File: src/rtl/conv1x1_pointwise_acc.sv
// conv1x1_pointwise_acc
//   Pointwise (1x1, stride 1) convolution core. Each output pixel is built
//   from C_IN channel beats: the signed data*weight products are summed, and
//   the bias is added on the last beat. The sum is then rounded half-up to
//   the output Q format, optionally clamped at zero (ReLU) and saturated to
//   DATA_W bits.
//
// Ports
//   clk        rising-edge clock
//   rst        asynchronous active-low reset
//   clear      synchronous abort: drops the partial sum and any held result
//   in_valid   upstream beat valid
//   in_ready   core can take a beat (combinational from out_ready in OUT)
//   in_data    activation for the current channel (signed QDATA_W.FRAC_W)
//   in_weight  weight for the current channel (signed)
//   bias_in    bias, sampled only on the last channel beat (signed)
//   out_valid  result valid
//   out_ready  downstream accepts the result
//   out_data   result pixel (signed)
//   acc_busy   a partial sum is in progress (channel count != 0)
module conv1x1_pointwise_acc #(
  parameter int DATA_W  = 16,
  parameter int FRAC_W  = 8,
  parameter int C_IN    = 4,
  parameter int ACC_W   = 40,
  parameter int RELU_EN = 1
) (
  input  logic              clk,
  input  logic              rst,
  input  logic              clear,
  input  logic              in_valid,
  output logic              in_ready,
  input  logic [DATA_W-1:0] in_data,
  input  logic [DATA_W-1:0] in_weight,
  input  logic [DATA_W-1:0] bias_in,
  output logic              out_valid,
  input  logic              out_ready,
  output logic [DATA_W-1:0] out_data,
  output logic              acc_busy
);

  // Keep the counter at least one bit wide so C_IN=1 still elaborates.
  localparam int CNT_W = (C_IN > 1) ? $clog2(C_IN) : 1;
  localparam logic [CNT_W-1:0] LAST_CNT = CNT_W'(C_IN - 1);

  // Half an output LSB; zero when there are no fractional bits.
  localparam logic signed [ACC_W-1:0] RND = ACC_W'((2 ** FRAC_W) >> 1);

  localparam logic signed [ACC_W-1:0] SAT_MAX =
    {{(ACC_W-DATA_W+1){1'b0}}, {(DATA_W-1){1'b1}}};
  localparam logic signed [ACC_W-1:0] SAT_MIN =
    {{(ACC_W-DATA_W+1){1'b1}}, {(DATA_W-1){1'b0}}};

  typedef enum logic {ST_ACC, ST_OUT} state_t;

  state_t                    state_q, state_d;
  logic [CNT_W-1:0]          count_q, count_d;
  logic signed [ACC_W-1:0]   acc_q, acc_d;
  logic [DATA_W-1:0]         out_data_q, out_data_d;
  logic                      out_valid_q, out_valid_d;

  logic                      beat;
  logic                      last_beat;
  logic signed [2*DATA_W-1:0] product;
  logic signed [ACC_W-1:0]   product_ext;
  logic signed [ACC_W-1:0]   bias_ext;
  logic signed [ACC_W-1:0]   acc_sum;
  logic signed [ACC_W-1:0]   final_sum;
  logic signed [ACC_W-1:0]   shifted;
  logic signed [ACC_W-1:0]   relu_val;
  logic [DATA_W-1:0]         sat_val;

  // In OUT a beat may be taken in the same cycle the held result leaves,
  // which is what allows back-to-back pixels without a bubble.
  assign in_ready  = (state_q == ST_ACC) || out_ready;
  assign beat      = in_valid && in_ready;
  assign last_beat = (count_q == LAST_CNT);

  assign out_valid = out_valid_q;
  assign out_data  = out_data_q;
  assign acc_busy  = (count_q != '0);

  // Datapath: product, running sum, bias alignment, rounding, ReLU, saturation.
  always_comb begin
    product     = $signed(in_data) * $signed(in_weight);
    product_ext = ACC_W'(product);
    // Bias shares the output Q format, so it is shifted up to the product's
    // 2*FRAC_W fractional position before being added.
    bias_ext    = ACC_W'($signed(bias_in)) <<< FRAC_W;
    acc_sum     = acc_q + product_ext;
    final_sum   = acc_sum + bias_ext + RND;
    shifted     = final_sum >>> FRAC_W;
    relu_val    = ((RELU_EN != 0) && (shifted < 0)) ? '0 : shifted;
    if (relu_val > SAT_MAX) begin
      sat_val = SAT_MAX[DATA_W-1:0];
    end else if (relu_val < SAT_MIN) begin
      sat_val = SAT_MIN[DATA_W-1:0];
    end else begin
      sat_val = relu_val[DATA_W-1:0];
    end
  end

  // Next-state logic.
  always_comb begin
    state_d     = state_q;
    count_d     = count_q;
    acc_d       = acc_q;
    out_data_d  = out_data_q;
    out_valid_d = out_valid_q;

    if (clear) begin
      state_d     = ST_ACC;
      count_d     = '0;
      acc_d       = '0;
      out_valid_d = 1'b0;
    end else begin
      // Held result handed off; may be overridden below by a new result.
      if ((state_q == ST_OUT) && out_ready) begin
        state_d     = ST_ACC;
        out_valid_d = 1'b0;
      end
      if (beat) begin
        if (last_beat) begin
          out_data_d  = sat_val;
          out_valid_d = 1'b1;
          state_d     = ST_OUT;
          acc_d       = '0;
          count_d     = '0;
        end else begin
          acc_d   = acc_sum;
          count_d = count_q + CNT_W'(1);
        end
      end
    end
  end

  always_ff @(posedge clk or negedge rst) begin
    if (!rst) begin
      state_q     <= ST_ACC;
      count_q     <= '0;
      acc_q       <= '0;
      out_data_q  <= '0;
      out_valid_q <= 1'b0;
    end else begin
      state_q     <= state_d;
      count_q     <= count_d;
      acc_q       <= acc_d;
      out_data_q  <= out_data_d;
      out_valid_q <= out_valid_d;
    end
  end

endmodule

File: config.mk
export PLATFORM = sky130hd
export DESIGN_NAME = conv1x1_pointwise_acc
export DESIGN_NICKNAME = d
export VERILOG_FILES = /design/src/rtl/conv1x1_pointwise_acc.sv
export SDC_FILE = /design/constraint.sdc
export NUM_CORES = 1
export LEC_CHECK = 0
export ABC_AREA = 1
export CORE_MARGIN = 2
export CORE_UTILIZATION = 55
export DETAILED_ROUTE_END_ITERATION = 16
export HOLD_SLACK_MARGIN = 0.03
export MAX_ROUTING_LAYER = met4
export PLACE_DENSITY = 0.83
export SLEW_MARGIN = 10
export SYNTH_ARGS = -nofsm -noshare
export SYNTH_HDL_FRONTEND = slang
export SYNTH_SLANG_ARGS = --single-unit
export TNS_END_PERCENT = 100
File: constraint.sdc
create_clock -name clk -period 10.8 [get_ports clk]
set_input_delay 2.7 -clock clk [delete_from_list [all_inputs] [get_ports clk]]
set_output_delay 2.7 -clock clk [all_outputs]
set_load 0.005 [all_outputs]
==> results of run 1 <==
## metrics by stage
step / area (µm²) / cells / hold WS [ps] / setup WS, ps / TNS (ps)
after floorplan: 17800 / 2321 / 455 / 832 / 0
after global placement: 20800 / 2988 / 453 / -117 / -1620
after detailed placement: 20800 / 2988 / 458 / -277 / -3890
after CTS: 21200 / 3004 / 478 / 33.5 / 0
after global routing: 21500 / 3008 / 493 / -36.2 / -50.4
final: 21500 / 3008 / 470 / 319 / 0
## path summary, 6_finish.rpt
kind | startpoint | to | slack [ps] | cells past startpoint
min in group asynchronous | rst | acc_q[32] | 2500 | 2
max reg2reg | acc_q[15] | out_data[7] | 3750 | 37
min | out_data[15] | out_data[15] | 470 | 2
max in group asynchronous | rst | state_q | 7680 | 2
max | in_data[15] | out_data[7] | 320 | 41
min reg2reg | out_data[15] | out_data[15] | 470 | 2
## final cells by class
| type | count | area share [%] |
|---|---|---|
| inverter | 629 | 11.0 |
| multi-input combinational | 1557 | 64.4 |
| tap | 402 | 2.34 |
| clock inverter | 7 | 0.460 |
| sequential | 60 | 6.99 |
| timing repair buffer | 344 | 13.7 |
| clock buffer | 9 | 1.05 |
## critical path: cells and delay by family
family | cells | cell delay [ps]
buffers and inverters | 11 | 1470
AND/OR/NAND/NOR | 17 | 1930
adder cells (fa/ha/maj) | 8 | 3860
AO/OA/AOI/OAI | 5 | 760
## layer usage
metal | global-route usage, % | part of all wire [%] | up-vias
met5 | - | 0 | -
met4 | 14.2 | 4.7 | 0
met3 | 3.78 | 5.5 | 198
met2 | 57.2 | 50 | 656
met1 | 40.2 | 40 | 7821
li1 | - | - | 7397
## sequential cells by signal, summed over array words and instances, names as in the netlist
name	cells
count_q	2
state_q	1
acc_q	40
out_data	16
out_valid	1
## placed cells by master, fill, tap and decap left out, drive strengths merged, types with 14 or more instances in the layout
| master | count |
|---|---|
| inv | 629 |
| a21oi | 65 |
| nand2 | 616 |
| dfrtp | 60 |
| buf | 274 |
| a31oi | 16 |
| xnor2 | 27 |
| nor2 | 108 |
| nand4 | 31 |
| o21ai | 55 |
| clkdlybuf4s50 | 62 |
| nor3 | 14 |
| fa | 331 |
| ha | 148 |
| nand3 | 47 |
| xor2 | 22 |
| a22o | 18 |
## cells by family (layout without fill, tap and decap cells)
logic type | Yosys count | in the layout | share of synthesized area (%)
AND/OR/NAND/NOR | 844 | 844 | 19.9
XOR/XNOR | 49 | 49 | 2.50
buffers and inverters | 704 | 989 | 15.0
AO/OA/AOI/OAI | 185 | 185 | 6.35
flip-flops | 60 | 60 | 8.46
adder cells (fa/ha/maj) | 479 | 479 | 47.8
## repair_timing
action	in CTS	in global routing
buffers inserted	0	4
gates resized for setup	0	65
endpoints found under the setup margin	0	15
hold buffers	0	0
hold endpoints to repair	0	0
==> run_results.csv, run 1 <==
group,metric,value,unit
status,status,"completed",
global_route,grt_use_total,33.4,%
yosys,syn_avg_cell_area,7.65,µm²
setup_path,slowest_delay,620,ps
cells_and_area,diodes,0,
yosys,ys_types,46,
run,max_cap_violations,0,
yosys,yosys-top-cells-area,"fa_1 37%, inv_1 13%, nand2_1 13%",
hold_path,hold_path_class,"register to register",
floorplan,num_rows,65,
clocking,clock_latency,350,ps
setup_path,crit_fanout,15,
floorplan,fp.dieH,184,µm
floorplan,core,31600,µm²
route,dr_total_vias,16100,
cells_and_area,drive_gt1_share,14.9,%
timing,fin_crit,10480,ps
yosys,ys_warn_count,0,
yosys,synth_common_cells,"621 x inv_1, 602 x nand2_1, 331 x fa_1",
cells_and_area,nets,3133,
yosys,ys_seq_area_share,8.46,%
floorplan,die_w,184,µm
timing,fin_crit_sh,97.0,%
setup_path,critPathLaunchType,"primary input",
global_route,antenna_found_initial,0,
timing,slew_viol_final,0,
yosys,yosysMostFrequentCell,"inv_1",
cells_and_area,syn_to_final_growth,21.0,%
cells_and_area,multi_input_area,13800,µm²
cells_and_area,regArea,1500,µm²
yosys,synth.top_cell.area_share,37.3,%
setup_path,cp_slowest_cell,"fa_2",
clocking,cts_sinks,60,
timing,worst_clock_skew,11.0,ps
timing,setup_viol,0,
route,routed_wl,52.1,mm
route,drt_first_pass_iters,6,
floorplan,top_level_ports,72,
route,drc_errors,0,
yosys,syn_area,17800,µm²
yosys,synth_enable_flop_cells,0,
timing,tightest_slew,1080,ps
yosys,syn-num-nets,2853,
clocking,cts_buffers,9,
timing,fmax,95.4,MHz
clocking,htreeDepth,3,
timing,max_slew_margin,27.5,%
placed_design,dp_hpwl,45.8,mm
placed_design,place.gp.congestion,1.00,
yosys,ys.flop_type,"dfrtp_1",
yosys,ys_seq_elements,60,
route,via_per_inst,5.34,
clocking,clock-root-buffer,"clkbuf_16",
global_route,grt_pass1_wl,85.6,mm
setup_path,crit_type,"primary input to register",
global_route,overflow,0,
cells_and_area,fillers,2428,
timing,hold_viol,0,
route,wire_per_inst,17.3,µm
clocking,clockBufferDepth,2,
yosys,async_flop_share,100,%
yosys,synthCells,2321,
setup_path,critPathRequiredTime,11040,ps
clocking,cts_tree,"built",
global_route,grt_max_degree,61,
route,drtIter0Drc,1221,
route,ant_nets,0,
floorplan,start_util,56.1,%
setup_path,arrival,10720,ps
placed_design,io_buffers,71,
cells_and_area,final_util,67.9,%
setup_path,end_kind,"register",
clocking,path_clk_slew,70,ps
floorplan,dieArea,33700,µm²
global_route,grt_pass1_vias,17200,
yosys,yosys.area.top_type,"fa_1",
Power of run 1 is left out: the tool's default activity adds up to more than one toggle a clock period on the data nets, which glitch-free logic cannot reach.
==> run 2: changes to the inputs <==
--- a/constraint.sdc
+++ b/constraint.sdc
@@ -3,2 +3,2 @@
 set_output_delay 2.7 -clock clk [all_outputs]
-set_load 0.005 [all_outputs]
+set_load 0.1 [all_outputs]
==> results of run 2 <==
Final layout, timing and power as in run 1 (identical DEF).
Power of run 2 is left out for the same reason.
==> run 3: changes to the inputs <==
CORE_MARGIN = unset   (was 2)
==> run 3 against run 2 <==
Net effect: global-route usage grew 0.12 points; fmax grew 0.13%; via count shrank 1.3%; worst hold slack gained 6.0 ps; die area shrank 2.2%; critical path type unchanged; highest routed layer unchanged.
==> run_results.csv, run 3 (synthesized netlist as in run 1, its figures left out) <==
group,metric,value,unit
status,status,"completed",
hold_path,hold_depth,2,
clocking,clock-root-buffer,"clkbuf_16",
global_route,grt_pass1_vias,17000,
setup_path,critPathRequiredTime,11040,ps
floorplan,die_w,182,µm
floorplan,start_util,56.1,%
setup_path,cp_slowest_cell,"fa_1",
run,max_cap_violations,0,
timing,fin_crit_sh,96.9,%
route,drt_first_pass_iters,5,
global_route,grt_pass1_wl,84.7,mm
floorplan,top_level_ports,72,
global_route,grt_max_degree,61,
cells_and_area,final_util,67.3,%
hold_path,hp-start,"out_data[15]",
cells_and_area,diodes,0,
setup_path,critPathLaunch,"in_data[15]",
route,wire_per_inst,16.9,µm
cells_and_area,fin_cells,3010,
hold_path,hold_path_class,"register to register",
setup_path,crit_fanout,15,
timing,slew_viol_final,0,
cells_and_area,regMostFlops,"acc_q",
setup_path,reg2reg_from,"acc_q[9]",
placed_design,io_buffers,71,
setup_path,end_kind,"register",
clocking,cts_sinks,60,
floorplan,fp.dieH,182,µm
cells_and_area,largest_reg_flops,40,
route,ant_nets,0,
setup_path,reg2regPathDepth,35,
route,drc_errors,0,
route,via_per_inst,5.27,
setup_path,critPathLaunchType,"primary input",
global_route,grt_use_total,33.5,%
route,drtIter0Drc,1128,
cells_and_area,syn_to_final_growth,19.9,%
timing,fin_crit,10470,ps
setup_path,crit_type,"primary input to register",
placed_design,placed_cell_area,20800,µm²
setup_path,arrival,10700,ps
timing,worst_clock_skew,7.42,ps
floorplan,core,31600,µm²
timing,tightest_slew,1080,ps
cells_and_area,fin_area,21300,µm²
setup_path,slowest_delay,600,ps
placed_design,dp_hpwl,45.0,mm
setup_path,reg2reg_to,"out_data[14]",
clocking,clockBufferDepth,2,
cells_and_area,drive_gt1_share,14.3,%
setup_path,crit_top_cell,"nand2_1",
timing,hold_viol,0,
clocking,htreeDepth,3,
floorplan,num_rows,65,
global_route,overflow,0,
clocking,cts_hold_buf,0,
route,dr_total_vias,15900,
timing,max_slew_margin,28.1,%
route,routed_wl,50.7,mm
placed_design,place.gp.congestion,0.954,
clocking,cts_tree,"built",
cells_and_area,final_common_cell,"inv_1",
clocking,cts_buffers,9,
clocking,path_clk_slew,60,ps
timing,setup_viol,0,
timing,fmax,95.5,MHz
cells_and_area,nets,3135,
clocking,clock_latency,350,ps
floorplan,dieArea,33000,µm²
global_route,antenna_found_initial,0,
cells_and_area,layout_common_cells,"621 x inv_1, 601 x nand2_1, 329 x fa_1, 265 x buf_4, 144 x ha_1",
placed_design,dp_cells,2991,
setup_path,regToRegSetupSlack,3760,ps
hold_path,holdPathEnd,"out_data[15]",
run 3: layout make-up:
class                           instances  area [µm²]
Sequential cell                        60        1500
Timing Repair Buffer                  346        2910
Inverter                              629        2360
Multi-Input combinational cell       1557       13700
Clock inverter                          7        60.1
Tap cell                              402         503
Fill cell                            2523       10300
Clock buffer                            9         225
run 3: worst max-delay path by stage:
stage / slack [ps] / cells past startpoint / endpoint
global route: -30 / 43 / out_data[4]
floorplan: 830 / 44 / out_data[14]
CTS: 60 / 43 / out_data[14]
finish: 330 / 39 / out_data[14]
global placement: -20 / 41 / out_data[12]
detailed placement: -200 / 43 / out_data[14]
run 3: repair_timing:
item,4_1_cts,5_1_grt
setup endpoints to repair,0,15
setup buffers,0,3
endpoints found under the hold margin,0,0
resized for setup,0,48
run 3: per-layer routing:
metal / vias up / GRT usage, % / wire [µm]
met5: - / - / 0
met1: 7786 / 40.8 / 20500
li1: 7395 / - / -
met4: 0 / 12.6 / 2130
met2: 547 / 58.2 / 25800
met3: 140 / 2.71 / 2290
run 3: critical path, delay by kind of cell:
kind	cells	cell delay (ps)
compound gates	4	700
xor+xnor	1	180
fa+ha+maj	8	3820
buf+inv	12	1760
simple gates	14	1500
run 3: metrics by stage:
stage / setup TNS, ps / hold slack, ps / setup WS [ps]
6_report: 0 / 476 / 333
5_1_grt: -135 / 513 / -25.7
4_1_cts: 0 / 482 / 62.5
3_5_place_dp: -2470 / 461 / -200
3_3_place_gp: -62.3 / 452 / -16.8
2_1_floorplan: 0 / 455 / 829
Power of run 3 is left out for the same reason.
